### src/rtl/inv_skid_pkg.sv
// inv_skid_pkg: shared byte type, sizing constants and the inversion helper
package inv_skid_pkg;
    localparam int BYTE_W = 8;
    localparam int DEFAULT_DEPTH = 2;
    typedef logic [BYTE_W-1:0] byte_t;
    function automatic byte_t byte_invert(byte_t d, logic en);
        return en ? ~d : d;
    endfunction
endpackage

### src/rtl/inv_skid_fifo.sv
// inv_skid_fifo: DEPTH-entry synchronous circular FIFO with flush and occupancy
module inv_skid_fifo #(
    parameter int W = 8,
    parameter int DEPTH = 2,
    localparam int AW = $clog2(DEPTH),
    localparam int LW = AW + 1
) (
    input  logic          clk,
    input  logic          rst,
    input  logic          push,
    input  logic          pop,
    input  logic          flush,
    input  logic [W-1:0]  din,
    output logic [W-1:0]  dout,
    output logic [LW-1:0] level,
    output logic          full,
    output logic          empty
);
    logic [W-1:0] mem [DEPTH];
    logic [AW-1:0] wptr, rptr;
    // entry storage; a flushed push is harmless because the pointers reset
    always_ff @(posedge clk) begin
        if (push && !flush) mem[wptr] <= din;
    end
    // pointers and occupancy; reset and flush both empty the buffer
    always_ff @(posedge clk) begin
        if (rst || flush) begin
            wptr  <= '0;
            rptr  <= '0;
            level <= '0;
        end else begin
            if (push) wptr <= wptr + 1'b1;
            if (pop) rptr <= rptr + 1'b1;
            level <= level + LW'(push) - LW'(pop);
        end
    end
    assign full  = level == LW'(DEPTH);
    assign empty = level == '0;
    assign dout  = empty ? '0 : mem[rptr];
endmodule

### src/rtl/inv_byte_skid.sv
// inv_byte_skid: registered byte inverter with valid/ready buffering; INV_SKID_PARITY_EN adds out_parity
module inv_byte_skid
    import inv_skid_pkg::*;
#(
    parameter int DATA_W = BYTE_W,
    parameter int DEPTH = DEFAULT_DEPTH,
    parameter int CNT_W = 16
) (
    input  logic                       clk,
    input  logic                       rst,
    input  logic                       in_valid,
    output logic                       in_ready,
    input  logic [DATA_W-1:0]          in_data,
    input  logic                       inv_en,
    input  logic                       flush,
    output logic                       out_valid,
    input  logic                       out_ready,
    output logic [DATA_W-1:0]          out_data,
    output logic [CNT_W-1:0]           xfer_cnt,
    output logic [$clog2(DEPTH):0]     level
`ifdef INV_SKID_PARITY_EN
    ,
    output logic                       out_parity
`endif
);
`ifdef INV_SKID_PARITY_EN
    localparam int FW = DATA_W + 1;
`else
    localparam int FW = DATA_W;
`endif
    logic [FW-1:0] din, dout;
    logic push, pop, full, empty;
    byte_t stored;
    assign stored    = byte_invert(in_data, inv_en);
    assign in_ready  = !full;
    assign out_valid = !empty;
    assign push      = in_valid && in_ready;
    assign pop       = out_valid && out_ready;
`ifdef INV_SKID_PARITY_EN
    assign din        = {^stored, stored};
    assign out_parity = dout[DATA_W];
`else
    assign din = stored;
`endif
    assign out_data = dout[DATA_W-1:0];
    inv_skid_fifo #(.W(FW), .DEPTH(DEPTH)) u_fifo (
        .clk(clk), .rst(rst), .push(push), .pop(pop), .flush(flush),
        .din(din), .dout(dout), .level(level), .full(full), .empty(empty)
    );
    // delivered-byte counter; flushed pops do not count and only reset clears it
    always_ff @(posedge clk) begin
        if (rst) xfer_cnt <= '0;
        else if (pop && !flush) xfer_cnt <= xfer_cnt + 1'b1;
    end
endmodule

### config.mk
export PLATFORM = sky130hd
export DESIGN_NAME = inv_byte_skid
export DESIGN_NICKNAME = d
export VERILOG_FILES = /design/src/rtl/inv_skid_pkg.sv /design/src/rtl/inv_skid_fifo.sv /design/src/rtl/inv_byte_skid.sv
export SDC_FILE = /design/constraint.sdc
export NUM_CORES = 1
export LEC_CHECK = 0
export ABC_AREA = 1
export CORE_MARGIN = 2
export CORE_UTILIZATION = 53
export DETAILED_ROUTE_END_ITERATION = 6
export PLACE_DENSITY = 0.92
export SLEW_MARGIN = 30
export SYNTH_ARGS = -nofsm -noshare
export SYNTH_HDL_FRONTEND = slang
export SYNTH_SLANG_ARGS = --single-unit
### constraint.sdc
create_clock -name clk -period 4.1 [get_ports clk]
set_clock_uncertainty 0.1 [all_clocks]
set_input_delay 0.82 -clock clk [delete_from_list [all_inputs] [get_ports clk]]
set_output_delay 0.82 -clock clk [all_outputs]
set_load 0.02 [all_outputs]
==> out/metrics.csv, run 1 <==
metric,value,unit
row cnt,21,
HP Class,reg2reg,
endpoint class of the critical path,primary output,
pin count of the biggest net entering global routing,16,
sum of buffers and inverters on the critical path,2,
Yosys warnings,0,
Post-Syn Instances,218,
syn_area_per_cell,8.34,um2
setup_tns,0,ns
vias in the first global route,1499,
CP max FO,9,
clock power share,27.0,%
Detailed Routing Iterations Pass 1,5,
fin area,0.00231,mm2
die width,62.6,um
cell family with most CP delay,buffers and inverters,
grt total ovfl,0,
Slew Limit Fails,0,
Setup-failing EPs final,0,
antenna violations before repair,0,
Leak,0.886,nW
Reg area,901,um2
DP Worst Slack,1.36,ns
RSZ-0062 raised after global routing,no,
total CTS buffers,5,
#FFs+latches synth,37,
core area,0.00331,mm2
first-pass GRT wire length,6270,um
Layout fillers,277,
H-tree levels,2,
arrival time at the worst endpoint,1.88,ns
worst skew pair latency,0.34,ns
final hold vios,0,
share of cells above drive strength 1,7.60,%
utilization after layout,69.8,%
Wirelength per Cell,11.7,um
die area,0.00391,mm2
diode count,0,
Syn-to-layout area delta,27.1,%
ys flop type,dfxtp_1,
sw frac,25.9,%
Antenna Nets Post-Route,0,
Routed WL,3630,um
post-placement cell count,301,
Syn Nets,235,
Root Driver,clkbuf_4,
CTS tree,yes,
CP peak stage delay,0.64,ns
pwr dens,297,mW/mm2
Int Pwr,0.000508,W
Reg power frac,58.5,%
Worst slew margin,56.2,%
Final nets,279,
multi-input logic area,806,um2
number of synthesized flops with an enable pin,16,
maximum vdd drop,0.000276,V
synthesized cell area,0.00182,mm2
cts hold-fix bufs,0,
clock-pin slew on the worst setup and hold paths,0.10,ns
GRT Overall Usage,20.5,%
chip height,62.6,um
Post-CTS Setup Bufs,0,
Initial Utilization,54.9,%
outcome,"finished, final reports clean",
maximum clock rate,0.357,GHz
Worst Slack Setup Final,1.30,ns
Comb pwr share,14.4,%
crit path launch type,flop,
final period utilization,68.3,%
WP data required,3.18,ns
RD Place Congestion,0.793,
Area contributors post-synth,"edfxtp_1 (26%), dfxtp_1 (23%), nand2_1 (12%)",
PortBufs,41,
cell taking the most area after synthesis,edfxtp_1,
post-DP HPWL,2780,um
worst slew pin tran,0.653,ns
placed cell areas,0.00225,mm2
fraction of registers with async set/reset,0,%
cts repair resizes,0,
crit path cell chain,"inv_1, nand2_1, a21oi_1, clkdlybuf4s50_1",
synth cell count leaders,"nand2_1 (58), nor2_1 (35), dfxtp_1 (21)",
Psw,0.000178,W
# Max-Cap Violations,0,
non-filler instance count after layout,309,
Synth top area share,26.4,%
DRC Markers,0,
crit path kind,reg2out,
CTS max path bufs,2,
Vias/cell,5.06,
Ports,42,
total clock sinks,37,
via count,1564,
most common cell in the netlist,nand2_1,
Yosys cell types,25,
fin crit period,2.80,ns
"slowest stage cell, crit path",clkdlybuf4s50_1,
"Seq/Total Area, Yosys",49.6,%
drt initial violations,49,
==> power groups by stage <==
stage	clock (W)	combinational (W)	sequential [W]
final	0.000185	0.0000990	0.000401
after global routing	0.000209	0.000107	0.000402
after CTS	0.000185	0.0000989	0.000401
after detailed placement	0	0.0000984	0.000410
after global placement	0	0.0000944	0.000409
after floorplan	0	0.0000550	0.000410
==> layer usage <==
| layer | vias to the layer above | part of all wire, % | GRT usage (%) |
|---|---|---|---|
| met5 | - | 0 | 0 |
| met4 | 0 | 1.5 | 8.33 |
| met3 | 4 | 4.0 | 5.95 |
| met2 | 30 | 53 | 37.5 |
| met1 | 744 | 42 | 21.9 |
| li1 | 786 | - | - |
==> metrics by stage <==
step,hold slack [ns],power [W]
final,0.371,0.000685
after global routing,0.399,0.000719
after CTS,0.370,0.000685
after detailed placement,0.355,0.000508
after global placement,0.334,0.000503
after floorplan,0.325,0.000465
==> layout by cell type, fill, tap and decap left out, types with 2 or more instances in the layout <==
| cell type | instances |
|---|---|
| clkdlybuf4s50_1 | 41 |
| edfxtp_1 | 16 |
| clkbuf_1 | 3 |
| nor2_8 | 2 |
| nor3_2 | 2 |
| nand3_2 | 2 |
| and2_1 | 3 |
| nor2_1 | 35 |
| dfxtp_1 | 21 |
| ha_1 | 3 |
| o21ai_0 | 5 |
| a21oi_1 | 19 |
| xor2_1 | 8 |
| clkbuf_4 | 5 |
| inv_2 | 2 |
| nand3_1 | 10 |
| nor2_4 | 2 |
| nand2_1 | 58 |
| inv_1 | 19 |
==> registers in the layout (all words and copies together), names as in the netlist, named ones only <==
signal	flops
u_fifo.wptr	1
xfer_cnt	16
u_fifo.rptr	1
u_fifo.mem	16
u_fifo.level	2
==> path summary, 6_finish.rpt <==
| check | startpoint | to | slack, ns | depth (start not counted) |
|---|---|---|---|---|
| setup reg to reg | u_fifo.level[1]$_SDFF_PP0_ | u_fifo.level[1]$_SDFF_PP0_ | 2.37 | 9 |
| hold reg to reg | u_fifo.rptr$_SDFFE_PP0P_ | flop | 0.37 | 1 |
| setup / recovery | flop | out_data[2] | 1.30 | 4 |
| hold / removal | u_fifo.rptr$_SDFFE_PP0P_ | flop | 0.37 | 1 |
==> cell families (layout without fill, tap and decap cells) <==
| kind of cell | count (synthesis) | in the layout | share of synthesized area [%] |
|---|---|---|---|
| and+or+nand+nor | 118 | 118 | 30.3 |
| adders and majority gates | 3 | 3 | 2.06 |
| xor gates and xnor gates | 9 | 9 | 4.34 |
| DFF | 37 | 37 | 49.6 |
| buffers and inverters | 26 | 71 | 6.68 |
| AOI/OAI and AO/OA | 25 | 25 | 7.09 |
==> layout make-up <==
cell class	count	share of cell area (%)
clock buffers	8	2.11
multi-input cells	155	34.9
inverters	22	3.79
well taps	46	2.49
repair buffers	41	17.8
flip-flops and latches	37	39.0
Note: power is estimated with default switching activity, not from simulation.
==> inputs of run 2 (changes only) <==
--- a/config.mk
+++ b/config.mk
@@ -7,9 +7,9 @@
 export LEC_CHECK = 0
 export ABC_AREA = 1
 export CORE_MARGIN = 2
-export CORE_UTILIZATION = 53
+export CORE_UTILIZATION = 45
 export DETAILED_ROUTE_END_ITERATION = 6
-export PLACE_DENSITY = 0.92
+export PLACE_DENSITY = 0.84
 export SLEW_MARGIN = 30
 export SYNTH_ARGS = -nofsm -noshare
 export SYNTH_HDL_FRONTEND = slang
==> constraint.sdc (replaced) <==
create_clock -name clk -period 2.45 [get_ports clk]
set_clock_uncertainty 0.1 [all_clocks]
set_input_delay 0.49 -clock clk [delete_from_list [all_inputs] [get_ports clk]]
set_output_delay 0.49 -clock clk [all_outputs]
set_load 0.02 [all_outputs]
==> run 2 against run 1 <==
Net effect: cell area is 4.2% higher; worst setup slack worse by 0.89 ns; first-iteration DRC count is 4.1% higher; cell count is 1.9% higher; combinational power is 64% higher; global-route usage is 3.0 points lower; utilization is 8.7 points lower.
==> out/metrics.csv, run 2 (same netlist as run 1, synthesis figures left out) <==
metric,value,unit,change
chip height,67.6,um,+8.0%
CTS max path bufs,2,,unchanged
maximum vdd drop,0.000329,V,+19%
Worst R2R Path Depth,9,,unchanged
worst skew pair latency,0.29,ns,-0.05 ns
CP peak stage delay,0.61,ns,-0.03 ns
Worst Slack Setup Final,0.409,ns,-0.891 ns
worst slew pin tran,0.485,ns,-0.168 ns
die area,0.00456,mm2,+17%
post-DP HPWL,2650,um,-4.5%
endpoint class of the critical path,primary output,,
Hold Path Stages,1,,unchanged
most frequent cells in the layout,"nand2_1 (58), nor2_1 (35), clkdlybuf4s50_1 (33)",,
CTS tree,yes,,
sum of buffers and inverters on the critical path,2,,unchanged
Post-CTS Setup Bufs,0,,unchanged
pwr dens,563,mW/mm2,+90%
Ports,42,,unchanged
PortBufs,41,,unchanged
"commonest non-fill, non-tap cell in the layout",nand2_1,,
multi-input logic area,796,um2,-1.2%
reg2reg start,u_fifo.level[1]$_SDFF_PP0_,,
arrival time at the worst endpoint,1.45,ns,-0.43 ns
pin count of the biggest net entering global routing,16,,unchanged
cell family with most CP delay,buffers and inverters,,
vias in the first global route,1421,,-5.2%
Reg area,901,um2,unchanged
total clock sinks,37,,unchanged
fin crit period,2.04,ns,
Crit. Startpoint,u_fifo.level[1]$_SDFF_PP0_,,
DRC Markers,0,,unchanged
Vias/cell,4.83,,-4.7%
via count,1520,,-2.8%
crit path kind,reg2out,,
"slowest stage cell, crit path",clkdlybuf4s50_1,,
Setup-failing EPs final,0,,unchanged
final hold vios,0,,unchanged
Antenna Nets Post-Route,0,,unchanged
Initial Utilization,46.1,%,-8.8 points
core area,0.00394,mm2,+19%
Worst slew margin,67.6,%,+11 points
Detailed Routing Iterations Pass 1,4,,-1
DP Worst Slack,0.248,ns,-1.11 ns
RD Place Congestion,0.815,,+2.7%
drt initial violations,51,,+4.1%
Root Driver,clkbuf_8,,
Slew Limit Fails,0,,unchanged
crit path cell chain,"inv_2, nand2_4, clkdlybuf4s50_1",,
CP max FO,4,,-5
RSZ-0062 raised after global routing,no,,
total CTS buffers,5,,unchanged
# Max-Cap Violations,0,,unchanged
WP data required,1.86,ns,-1.32 ns
maximum clock rate,0.490,GHz,
Syn-to-layout area delta,32.4,%,
Leak,1.06,nW,+20%
top flop regs,"u_fifo.mem: 16 flops, xfer_cnt: 16 flops, u_fifo.level: 2 flops",,
GRT Overall Usage,17.5,%,-3.0 points
HP Class,reg2reg,,
row cnt,23,,+9.5%
Hold Crit Start,u_fifo.rptr$_SDFFE_PP0P_,,
share of cells above drive strength 1,9.06,%,+1.5 points
crit path launch type,flop,,
first-pass GRT wire length,5920,um,-5.6%
setup_tns,0,ns,unchanged
diode count,0,,unchanged
antenna violations before repair,0,,unchanged
final period utilization,83.3,%,
H-tree levels,2,,unchanged
Wirelength per Cell,11.8,um,+0.45%
critical path depth,3,,-1
Final nets,281,,+0.72%
Layout fillers,349,,+26%
Routed WL,3720,um,+2.4%
outcome,"finished, final reports clean",,
grt total ovfl,0,,unchanged
die width,67.6,um,+8.0%
clock-pin slew on the worst setup and hold paths,0.07,ns,-0.03 ns
## run 2: changes by cell type in the layout (fill, tap and decap cells not counted), sizes merged
cell | before | now
clkbuf | 8 | 5
dlymetal6s2s | 0 | 8
clkdlybuf4s50 | 41 | 33
clkinv | 1 | 2
bufinv | 0 | 1
buf | 0 | 2
clkinvlp | 0 | 1
## run 2: final cells by class
| class | count | share of cell area (%) |
|---|---|---|
| repair buffers | 43 | 18.5 |
| clock buffers | 5 | 2.86 |
| inverters | 22 | 3.64 |
| multi-input cells | 155 | 33.1 |
| well taps | 50 | 2.60 |
| flip-flops and latches | 37 | 37.4 |
| clock inverters | 3 | 1.92 |
## run 2: timing repair
action	4_1_cts	5_1_grt
setup endpoints to repair	0	8
hold buffers	0	0
endpoints found under the hold margin	0	0
gates resized for setup	0	9
## run 2: layer usage
layer  global-route usage [%]  up-vias  part of all wire [%]
li1                         -      788                     -
met1                     19.8      694                    43
met2                     30.6       34                    50
met3                     5.17        4                   5.9
met4                     6.89        0                   1.6
met5                        0        -                     0
## run 2: worst register-to-register path, stage by stage (launching register included)
cell     delay (ns)
dfxtp_1        0.36
inv_2          0.08
nand2_4        0.06
nand2_1        0.06
inv_1          0.07
ha_1           0.27
inv_1          0.04
ha_1           0.19
or2_2          0.29
a21oi_1        0.12
## run 2: worst paths after layout
path	to	slack, ns
worst max register to register	u_fifo.level[1]$_SDFF_PP0_	0.75
worst min-delay path	u_fifo.rptr$_SDFFE_PP0P_	0.38
worst min register to register	u_fifo.rptr$_SDFFE_PP0P_	0.38
worst max-delay path	out_valid	0.41
## run 2: per-stage QoR
step                      util (%)  std cells  total power (W)  area [um2]  hold WS, ns
after floorplan                  -        218         0.000779        1820        0.325
after global placement        57.6        307         0.000846        2270        0.342
final                         61.1        315          0.00135        2410        0.379
after global routing          61.1        315          0.00141        2410        0.399
after detailed placement      57.6        307         0.000851        2270        0.366
after CTS                     60.6        315          0.00137        2390        0.379
## run 2: power by group
part / internal [W] / total (W) / switching [W]
Combinational: 0.0000708 / 0.000162 / 0.0000916
Sequential: 0.000664 / 0.000671 / 0.00000772
Clock: 0.000304 / 0.000520 / 0.000216
Total: 0.00104 / 0.00135 / 0.000315
==> inputs of run 3 (changes only) <==
--- a/config.mk
+++ b/config.mk
@@ -7,9 +7,9 @@
 export LEC_CHECK = 0
 export ABC_AREA = 1
 export CORE_MARGIN = 2
-export CORE_UTILIZATION = 45
+export CORE_UTILIZATION = 49
 export DETAILED_ROUTE_END_ITERATION = 6
-export PLACE_DENSITY = 0.84
+export PLACE_DENSITY = 0.86
 export SLEW_MARGIN = 30
 export SYNTH_ARGS = -nofsm -noshare
 export SYNTH_HDL_FRONTEND = slang
==> constraint.sdc (replaced) <==
create_clock -name clk -period 2.1 [get_ports clk]
set_clock_uncertainty 0.1 [all_clocks]
set_input_delay 0.42 -clock clk [delete_from_list [all_inputs] [get_ports clk]]
set_output_delay 0.42 -clock clk [all_outputs]
set_load 0.02 [all_outputs]
==> run 3 against run 2 <==
Net effect: die area shrank 7.7%; global-route usage grew 2.1 points; non-clock buffer count is 3 higher; critical path depth grew 2; combinational power increased by 16%; critical endpoint is now out_data[5]; sequential share of layout area up 0.55 points; cell count increased by 0.32%; cell area shrank 1.5%; utilization up 4.7 points; power is 8.8% higher.
==> out/metrics.csv, run 3 (same netlist as run 1, synthesis figures left out) <==
metric,value,unit,change
Detailed Routing Iterations Pass 1,4,,unchanged
crit path launch type,flop,,
Post-CTS Setup Bufs,0,,unchanged
Reg power frac,53.1,%,+3.5 points
utilization after layout,65.8,%,+4.7 points
GRT Overall Usage,19.6,%,+2.1 points
vias in the first global route,1431,,+0.70%
RD Place Congestion,0.779,,-4.3%
total CTS buffers,5,,unchanged
Int Pwr,0.00112,W,+8.0%
fin crit period,1.98,ns,
Antenna Nets Post-Route,0,,unchanged
# Max-Cap Violations,0,,unchanged
"commonest non-fill, non-tap cell in the layout",nand2_1,,
H-tree levels,2,,unchanged
Layout fillers,291,,-17%
non-filler instance count after layout,316,,+0.32%
Final nets,284,,+1.1%
Reg area,901,um2,unchanged
pwr dens,621,mW/mm2,+10%
PortBufs,41,,unchanged
clock-pin slew on the worst setup and hold paths,0.07,ns,about the same
CP peak stage delay,0.40,ns,-0.21 ns
Met2 Routed Length,1940,um,+5.0%
multi-input logic area,796,um2,unchanged
Leak,0.964,nW,-9.1%
via count,1557,,+2.4%
setup_tns,0,ns,unchanged
die width,64.9,um,-3.9%
Wirelength per Cell,11.8,um,+0.19%
WP data required,1.58,ns,-0.28 ns
DRC Markers,0,,unchanged
die area,0.00421,mm2,-7.7%
first-pass GRT wire length,6310,um,+6.6%
chip height,64.9,um,-3.9%
Worst slew margin,70.3,%,+2.7 points
RSZ-0062 raised after global routing,no,,
grt total ovfl,0,,unchanged
Syn-to-layout area delta,30.5,%,
placed cell areas,0.00229,mm2,+0.88%
Hold Crit Start,u_fifo.rptr$_SDFFE_PP0P_,,
reg2reg start,u_fifo.level[1]$_SDFF_PP0_,,
final hold vios,0,,unchanged
Vias/cell,4.93,,+2.1%
top flop regs,"u_fifo.mem: 16 flops, xfer_cnt: 16 flops, u_fifo.level: 2 flops",,
clock power share,34.1,%,-4.3 points
CTS tree,yes,,
sw frac,23.8,%,+0.55 points
crit path cell chain,"inv_2, nand2_4, inv_1, a21oi_1, dlygate4sd2_1",,
worst skew pair latency,0.28,ns,about the same
CTS max path bufs,2,,unchanged
CP max FO,8,,+4
post-route total power,0.00147,W,+8.8%
share of cells above drive strength 1,8.96,%,-0.10 points
fin area,0.00237,mm2,-1.5%
Hold Path Stages,1,,unchanged
Setup-failing EPs final,0,,unchanged
met3 WL,136,um,-38%
pin count of the biggest net entering global routing,16,,unchanged
Routed WL,3740,um,+0.51%
post-placement cell count,308,,+0.33%
worst reg2reg path endpoint,u_fifo.level[1]$_SDFF_PP0_,,
worst slew pin tran,0.445,ns,-0.0397 ns
maximum vdd drop,0.000486,V,+48%
Ports,42,,unchanged
arrival time at the worst endpoint,1.46,ns,about the same
HP Class,reg2reg,,
Slew Limit Fails,0,,unchanged
diode count,0,,unchanged
most frequent cells in the layout,"nand2_1 (58), nor2_1 (35), clkdlybuf4s50_1 (33)",,
cts hold-fix bufs,0,,unchanged
"reg-to-reg slack, setup",0.44,ns,-0.31 ns
cts repair resizes,8,,+8
core area,0.00361,mm2,-8.5%
crit path kind,reg2out,,
row cnt,22,,-4.3%
post-DP HPWL,2770,um,+4.4%
endpoint class of the critical path,primary output,,
drt initial violations,106,,+110%
maximum clock rate,0.506,GHz,
"slowest stage cell, crit path",dfxtp_1,,
DR top layer,met4,,
Worst R2R Path Depth,9,,unchanged
Root Driver,clkbuf_8,,
antenna violations before repair,0,,unchanged
wl on met1,1610,um,+0.94%
Psw,0.000351,W,+11%
final period utilization,94.1,%,
Comb pwr share,12.8,%,+0.8 points
Initial Utilization,50.4,%,+4.3 points
total clock sinks,37,,unchanged
outcome,"finished, final reports clean",,
run 3: cell types whose count changed in the layout (fill, tap and decap cells not counted), sizes merged:
cell | before | now
buf | 2 | 5
clkinvlp | 1 | 0
clkbuf | 5 | 8
clkinv | 2 | 1
dlymetal6s2s | 8 | 0
bufinv | 1 | 0
dlygate4sd2 | 0 | 8
run 3: worst max-delay path, delay by kind of cell (launching register included):
family | cells | cell delay [ns]
AO/OA/AOI/OAI | 1 | 0.15
AND/OR/NAND/NOR | 1 | 0.08
flip-flops | 1 | 0.40
buffers and inverters | 3 | 0.54
run 3: per-layer routing:
layer / up-vias / GRT usage (%)
met2: 35 / 34.4
li1: 792 / -
met1: 724 / 23.7
met4: 0 / 7.18
met5: - / 0
met3: 6 / 3.65
run 3: worst max path at each step:
stage	from	endpoint	slack, ns	depth (start not counted)
after floorplan	u_fifo.level[0]$_SDFF_PP0_	u_fifo.mem[0][0]$_DFFE_PP_	0.15	4
after global placement	out_ready	u_fifo.level[1]$_SDFF_PP0_	0.09	8
after detailed placement	out_ready	u_fifo.level[1]$_SDFF_PP0_	0.06	8
after CTS	u_fifo.level[1]$_SDFF_PP0_	out_data[5]	0.10	5
after global routing	u_fifo.level[1]$_SDFF_PP0_	out_data[5]	0.004	5
final	u_fifo.level[1]$_SDFF_PP0_	out_data[5]	0.12	5
run 3: area by class of cell:
type	count	area share (%)
Sequential cell	37	38.0
Multi-Input combinational cell	155	33.5
Timing Repair Buffer	46	18.5
Clock buffer	8	3.80
Inverter	22	3.69
Tap cell	48	2.53
run 3: per-stage QoR:
| stage | hold WS (ns) | worst slack, ns |
|---|---|---|
| 4_1_cts | 0.348 | 0.101 |
| 2_1_floorplan | 0.325 | 0.147 |
| 3_5_place_dp | 0.337 | 0.0629 |
| 5_1_grt | 0.401 | 0.00394 |
| 3_3_place_gp | 0.336 | 0.0946 |
| 6_report | 0.353 | 0.123 |
run 3: power groups by stage:
stage / clock [W] / combinational, W / sequential (W)
global placement: 0 / 0.000192 / 0.000798
CTS: 0.000512 / 0.000190 / 0.000783
global route: 0.000550 / 0.000207 / 0.000785
detailed placement: 0 / 0.000197 / 0.000799
floorplan: 0 / 0.000107 / 0.000801
finish: 0.000502 / 0.000188 / 0.000783
==> patch (config.mk and constraints of run 1) <==
Register the output `xfer_cnt` once more, without a reset; this adds one clock of latency there. The other outputs are not delayed to match.
--- a/src/rtl/inv_byte_skid.sv
+++ b/src/rtl/inv_byte_skid.sv
@@ -24,4 +24,6 @@
 `endif
 );
+
+    logic [CNT_W-1:0] xfer_cnt_s0;
 `ifdef INV_SKID_PARITY_EN
     localparam int FW = DATA_W + 1;
@@ -50,7 +52,11 @@
     // delivered-byte counter; flushed pops do not count and only reset clears it
     always_ff @(posedge clk) begin
-        if (rst) xfer_cnt <= '0;
-        else if (pop && !flush) xfer_cnt <= xfer_cnt + 1'b1;
+        if (rst) xfer_cnt_s0 <= '0;
+        else if (pop && !flush) xfer_cnt_s0 <= xfer_cnt_s0 + 1'b1;
     end
+    always_ff @(posedge clk) begin
+        xfer_cnt <= xfer_cnt_s0;
+    end
+
 endmodule
 
Formal check against the unedited RTL: not equivalent (Yosys sat finds a counterexample within 4 cycles, from zero or initial values and one cycle with rst high).
==> patch against run 1 <==
  * Sequential cell count rose by 16
  * Cell area up 17%
  * Total power rose by 54%
  * First-iteration DRC count up 51%
  * Critical path depth unchanged
  * Clock power up 120%
  * Wire length grew 11%
  * Utilization up 2.7 points
  * Sequential power is 39% higher
  * Worst setup slack gained 110 ps
  * Synthesized area grew 16%
  * Critical path type unchanged
==> patch: results (changes against run 1) <==
stage,metric,value,unit,change
synth,synth_common_cells,"nand2_1 (48), dfxtp_1 (37), nor2_1 (29), inv_1 (28), a21oi_1 (19)",,
layout,reg.largest.list,"u_fifo.mem x16, xfer_cnt x16, xfer_cnt_s0 x16",,
clock_network,insertion_delay,300,ps,-40 ps
clock_network,cts-root-buf,clkbuf_8,,
sta,finalSetupViolCount,0,,unchanged
clock_network,h-tree-depth,2,,unchanged
place,placed_area,2570,um^2,+14%
clock_network,clk_pin_slew,90,ps,
layout,regArea,1220,um^2,+36%
layout,drive_gt1_frac,0.0816,,+0.00551
power,ir_worst_vdd,0.254,mV,-8.0%
critical_path,crit_arrival,1770,ps,-110 ps
critical_path,crit_slowest_cell,clkdlybuf4s50_1,,
clock_network,clk_path_buf_depth,2,,unchanged
hold_path,hold_path.class,reg -> reg,,
outcome,outcome,"finished, final reports clean",,
layout,antennaDiodeCount,0,,unchanged
place,numPortBuffers,41,,unchanged
clock_network,postCtsSetupBuffers,0,,unchanged
power,p_leak,1.03,nW,+17%
critical_path,crit_path_max_incr_delay,610,ps,-30 ps
synth,ys_seq_area_frac,0.578,,+0.0820
clock_network,numCtsBuffers,5,,unchanged
global_routing,antenna_found_initial,0,,unchanged
global_routing,grt_max_degree,17,,+1
clock_network,ctsResizeCount,0,,unchanged
synth,yosys_warnings,0,,unchanged
place,post-dp-hpwl,2970,um,+7.0%
place,pre_cts_ws,1340,ps,-19.5 ps
sta,slew_headroom,0.581,,+0.0182
layout,nNetsFinal,298,,+6.8%
routing,drtIter0Drc,74,,+51%
global_routing,grt_pass1_wl,6510,um,+3.7%
synth,synth-async-reset-ratio,0,,unchanged
synth,synthesis.nets,253,,+7.7%
layout,fill_cells,292,,+5.4%
synth,ys_types,25,,unchanged
global_routing,grt_use_total,0.193,,-0.0120
routing,dr.pass1.iters,6,,+1
critical_path,crit_family,buffers and inverters,,
synth,netlist_top_cells_area,"dfxtp_1 (35%), edfxtp_1 (23%), nand2_1 (8.5%), nor2_1 (5.1%), inv_1 (5.0%)",,
global_routing,grt_pass1_vias,1529,,+2.0%
synth,synth_edf_count,16,,unchanged
critical_path,cp_max_fo,9,,unchanged
place,place.gp.congestion,0.850,,+7.2%
routing,post_drt_wl_per_cell,12.3,um,+4.3%
routing,vias,1672,,+6.9%
## patch: report_power, final
group          switching, mW  leakage, nW  internal [mW]
clock network          0.156       0.0681          0.242
logic                 0.0551        0.520         0.0426
registers            0.00535        0.445          0.552
## patch: path summary, 6_finish.rpt
check | start | to | slack, ps | cells after the start
setup / recovery | flop | out_data[7] | 1410 | 4
hold / removal | xfer_cnt_s0[4] | xfer_cnt[4] | 270 | 0
setup reg to reg | u_fifo.level[1] | u_fifo.level[1] | 2140 | 7
hold reg to reg | xfer_cnt_s0[4] | xfer_cnt[4] | 270 | 0
## patch: final cells by class
class                           instances  area share
Multi-Input combinational cell        150       0.286
Inverter                               30      0.0415
Sequential cell                        53       0.450
Tap cell                               48      0.0221
Timing Repair Buffer                   41       0.151
Clock buffer                            5      0.0254
Clock inverter                          3      0.0240
## patch: kinds of logic after synthesis
family / count (synthesis) / synth area share
and+or+nand+nor: 112 / 0.243
DFF: 53 / 0.578
buffers and inverters: 33 / 0.0609
AOI/OAI and AO/OA: 25 / 0.0592
xor gates and xnor gates: 10 / 0.0414
adders and majority gates: 3 / 0.0178
## patch: metal layers
metal  share of wire  track usage
met1            0.41        0.225
met2            0.51        0.345
met3           0.060       0.0417
met4           0.017       0.0714
met5               0            0
## patch: stage by stage
stage / std cells / hold slack, ps / utilization
final: 330 / 272 / 0.725
after global routing: 330 / 283 / 0.725
after CTS: 330 / 274 / 0.722
after detailed placement: 322 / 258 / 0.686
after global placement: 322 / 260 / 0.686
after floorplan: 236 / 251 / -
